### src/rtl/denise_joy_regs.sv
// Denise mouse/joystick counter registers: accumulates quadrature decoder counts
// into JOY0DAT/JOY1DAT, handles JOYTEST preload and registered RGA reads.
module denise_joy_regs (
  input  logic        clk,
  input  logic        reset,
  input  logic [7:0]  m0h_cnt,
  input  logic [7:0]  m0v_cnt,
  input  logic [7:0]  m1h_cnt,
  input  logic [7:0]  m1v_cnt,
  input  logic [7:0]  rga,
  input  logic        rga_strobe,
  input  logic        rga_write,
  input  logic [15:0] wr_data,
  output logic [15:0] rd_data,
  output logic        rd_valid,
  output logic [15:0] joy0dat,
  output logic [15:0] joy1dat
);

  localparam logic [7:0] ADDR_JOY0DAT = 8'h05;
  localparam logic [7:0] ADDR_JOY1DAT = 8'h06;
  localparam logic [7:0] ADDR_JOYTEST = 8'h1B;

  // Lane order: 0 = H0, 1 = V0, 2 = H1, 3 = V1 (odd lanes are vertical)
  logic [7:0] cnt      [4];
  logic [7:0] acc      [4];
  logic [7:0] prev     [4];
  logic [7:0] base     [4];
  logic [7:0] acc_next [4];
  logic       init;
  logic       joytest_wr;
  logic       rd_hit;

  always_comb begin
    cnt[0] = m0h_cnt;
    cnt[1] = m0v_cnt;
    cnt[2] = m1h_cnt;
    cnt[3] = m1v_cnt;
  end

  assign joytest_wr = rga_strobe & rga_write & (rga == ADDR_JOYTEST);
  assign rd_hit     = rga_strobe & ~rga_write &
                      ((rga == ADDR_JOY0DAT) | (rga == ADDR_JOY1DAT));

  // Modular 8-bit add of (cnt - prev) equals adding the signed delta mod 256
  always_comb begin
    for (int unsigned i = 0; i < 4; i++) begin
      base[i] = acc[i];
      if (joytest_wr)
        base[i] = {(i[0] ? wr_data[15:10] : wr_data[7:2]), acc[i][1:0]};
      acc_next[i] = init ? acc[i] : base[i] + (cnt[i] - prev[i]);
    end
  end

  always_ff @(posedge clk or posedge reset) begin
    if (reset) begin
      for (int unsigned i = 0; i < 4; i++) begin
        acc[i]  <= '0;
        prev[i] <= '0;
      end
      init     <= 1'b1;
      rd_data  <= '0;
      rd_valid <= 1'b0;
    end else begin
      for (int unsigned i = 0; i < 4; i++) begin
        acc[i]  <= acc_next[i];
        prev[i] <= cnt[i];
      end
      init     <= 1'b0;
      rd_valid <= rd_hit;
      if (rd_hit)
        rd_data <= (rga == ADDR_JOY0DAT) ? joy0dat : joy1dat;
    end
  end

  assign joy0dat = {acc[1], acc[0]};
  assign joy1dat = {acc[3], acc[2]};

endmodule

### config.mk
export PLATFORM = sky130hd
export DESIGN_NAME = denise_joy_regs
export DESIGN_NICKNAME = d
export VERILOG_FILES = /design/src/rtl/denise_joy_regs.sv
export SDC_FILE = /design/constraint.sdc
export NUM_CORES = 1
export LEC_CHECK = 0
export ABC_CLOCK_PERIOD_IN_PS = 3080
export CAP_MARGIN = 15
export CORE_UTILIZATION = 42
export DETAILED_ROUTE_END_ITERATION = 8
export PLACE_DENSITY = 0.79
export SYNTH_ARGS = -nofsm -noshare
export SYNTH_HDL_FRONTEND = slang
export SYNTH_SLANG_ARGS = --single-unit
### constraint.sdc
create_clock -name clk -period 3.08 [get_ports clk]
set_clock_uncertainty 0.1 [all_clocks]
set_input_delay 0.616 -clock clk [delete_from_list [all_inputs] [get_ports clk]]
set_output_delay 0.616 -clock clk [all_outputs]
set_load 0.005 [all_outputs]
==> reports/qor.yml <==
status: "finished with violations"
violations: "setup timing"
clock_latency_ns: 0.34
period_minus_slack_ns: 3.551
synth_cell_types: 45
clockRootBuffer: "clkbuf_16"
core.rowCount: 40
fillers: 934
h-tree-depth: 3
syn-num-nets: 624
cts_tree: "yes"
synth_edf_count: 0
cts_buffers: 9
gp_congestion: 0.8940
num_antenna_cells: 0
maxCapViolCount: 0
rsz0062_at_grt: "yes"
port_buffers: 104
endpoint_kind: "register"
hpwlAfterDp_um: 9270
crit_fanout: 6
crit_family: "adder cells"
grt_overflow_total: 0
drt_wl_total_um: 13210
worstPathRequired_ns: 3.25
synth_ff_type: "dfrtp_1"
grt_first_pass_wirelength_um: 21940
finalSetupViolCount: 16
fin_ws_ns: -0.4715
synth-seq-cells: 82
pin_count: 109
die_w_um: 112.9
grt_pass1_vias: 4641
dr.pass1.iters: 4
avgSynthCellArea_um2: 10.25
drt_iter0_drc: 167
clockBufferDepth: 2
synth_area_um2: 5164
drt-wirelength-per-cell_um: 15.81
path_class: "input pin to register"
drv_slew: 0
fin_nets: 804
path_buf_inv: 3
ir_worst_vdd_mv: 0.4284
hold_class: "register to register"
seq_area_frac_synth_pct: 39.76
yosysWarnings: 0
vias_per_cell: 5.044
dieHeight_um: 112.9
ant_nets: 0
grt_usage_pct: 21.92
cellPowerDensity_nw_per_um2: 1014
power_mw: 7.832
tightest_slew_ns: 0.7813
drc: 0
syn_inst: 504
drive_gt1_share_pct: 27.29
start_util_pct: 42.99
cp_slowest_stage_delay_ns: 0.44
antenna_found_initial: 0
grt_max_degree: 83
slowest_stage: "fa_1"
place_ws_ns: -1.211
max_slew_margin_pct: 47.91
core_area_um2: 12010
cts_hold_buf: 0
crit_path_frequent_cell: "buf_6"
p_leak_nw: 3.676
fin_crit_sh_pct: 115.3
clk_pin_slew_ns: 0.06
final-hold-violation-count: 0
async_reset_ff_share_pct: 100.0
worstPathArrival_ns: 3.72
cp-start-kind: "input pin"
die-area_um2: 12740
clock_sinks: 82
worstPathCellList: "buf_6 > or3_4 > nor3_4 > buf_6 > mux2i_2 > fa_1 > inv_1 > ha_1 > a21o_1 > a21oi_2 > a32oi_1 > xor2_1 > mux2i_1 > o311a_1"
fmax_mhz: 281.6
synthToLayoutAreaGrowth_pct: 49.60
num_vias: 4217
[worst paths after layout]
check / start / to / slack (ns) / cells after the start
max reg2reg: joy1dat[9] / joy1dat[15] / 0.23 / 10
min in group asynchronous: reset / prev[24] / 0.59 / 3
min: rd_data[9] / rd_data[9] / 0.38 / 2
min reg2reg: rd_data[9] / rd_data[9] / 0.38 / 2
max: rga[7] / joy1dat[15] / -0.47 / 14
max in group asynchronous: reset / rd_data[15] / 1.93 / 3
[synthesized netlist by cell type, types with 8 or more instances]
master / count / area share (%)
a21oi_1: 16 / 1.6
dfrtp_1: 81 / 39
nor2b_1: 8 / 0.97
ha_1: 32 / 7.8
nor2_1: 14 / 1.0
o31ai_1: 8 / 1.2
xnor2_1: 9 / 1.5
o21ai_0: 35 / 3.4
mux2i_1: 39 / 7.6
nand2_1: 40 / 2.9
fa_1: 28 / 11
xor2_1: 18 / 3.1
inv_1: 102 / 7.4
[cell type report]
type | count | area [um2] | share of cell area (%)
inverter | 102 | 384.1 | 4.972
sequential | 82 | 2053 | 26.58
clock inverter | 6 | 80.08 | 1.037
multi-input combinational | 307 | 3117 | 40.35
timing repair buffer | 182 | 1668 | 21.59
clock buffer | 10 | 239.0 | 3.094
tap | 147 | 183.9 | 2.381
[cells by family (layout without fill, tap and decap cells)]
| group | after synthesis | in the layout | synth area share [%] |
|---|---|---|---|
| muxes | 44 | 44 | 8.650 |
| buffers and inverters | 115 | 300 | 8.481 |
| adders and majority gates | 60 | 60 | 18.61 |
| DFF | 82 | 82 | 39.76 |
| xor gates and xnor gates | 29 | 29 | 5.331 |
| other | 1 | 1 | 0.07262 |
| and+or+nand+nor | 90 | 90 | 8.820 |
| AOI/OAI and AO/OA | 83 | 83 | 10.27 |
[sequential cells by signal, indices dropped and copies added (netlist names)]
name	count
prev	32
joy0dat	16
joy1dat	16
init	1
rd_data	16
rd_valid	1
[placed cells by master (no fill, tap or decap), types with 4 or more instances in the layout]
master and instances:
xor2_1 17, dfrtp_1 81, mux2i_4 4, nor2b_4 5, nor2_1 11, o31ai_2 5
ha_4 10, fa_1 28, o21ai_1 6, buf_4 65, dlygate4sd2_1 6, a21oi_2 7
xnor2_1 8, clkbuf_16 9, mux2i_2 6, inv_1 91, o21ai_0 23, mux2i_1 29
buf_6 13, clkinv_2 5, clkdlybuf4s50_1 94, a21o_1 5, a21oi_1 9, ha_1 19
nand2_1 39, a21boi_1 4, o21ai_2 8, mux2_2 5, inv_2 10
[layer usage]
| layer | track usage [%] | wire, um | vias up |
|---|---|---|---|
| met4 | 9.912 | 355 | 0 |
| met1 | 26.34 | 5465 | 2084 |
| met2 | 38.93 | 6901 | 113 |
| met5 | 0 | 0 | - |
| li1 | - | - | 1991 |
| met3 | 3.374 | 491 | 29 |
[report_power, final]
part	switching [mW]	total [mW]	leakage [nW]	internal (mW)
sequential	0.318	1.67	0.999	1.35
combinational	2.21	5.00	2.51	2.79
clock	0.443	1.17	0.162	0.727
[through the flow]
stage / hold slack, ns / TNS (ns) / std cells / area [um2] / utilization, %
2_1_floorplan: 0.3733 / -4.938 / 504 / 5248 / -
3_3_place_gp: 0.3630 / -16.54 / 792 / 6798 / 56.59
3_5_place_dp: 0.3713 / -18.30 / 792 / 6798 / 56.59
4_1_cts: 0.3849 / -3.715 / 832 / 7577 / 63.08
5_1_grt: 0.4168 / -5.432 / 836 / 7725 / 64.31
6_report: 0.3797 / -3.453 / 836 / 7725 / 64.31
[worst register-to-register path: stages, from the launching register on]
cell and delay (ns):
dfrtp_1 0.38, inv_1 0.09, fa_1 0.53, inv_1 0.06, ha_1 0.27, a21o_1 0.15
nand4_1 0.17, a32oi_1 0.28, xor2_1 0.28, mux2i_1 0.27, o311a_1 0.20
[timing repair]
action / CTS / global route
pin swaps: 50 / 31
buffers inserted: 25 / 5
gates resized for setup: 88 / 30
setup endpoints to repair: 23 / 20
Power figures use the tool's default switching activity.
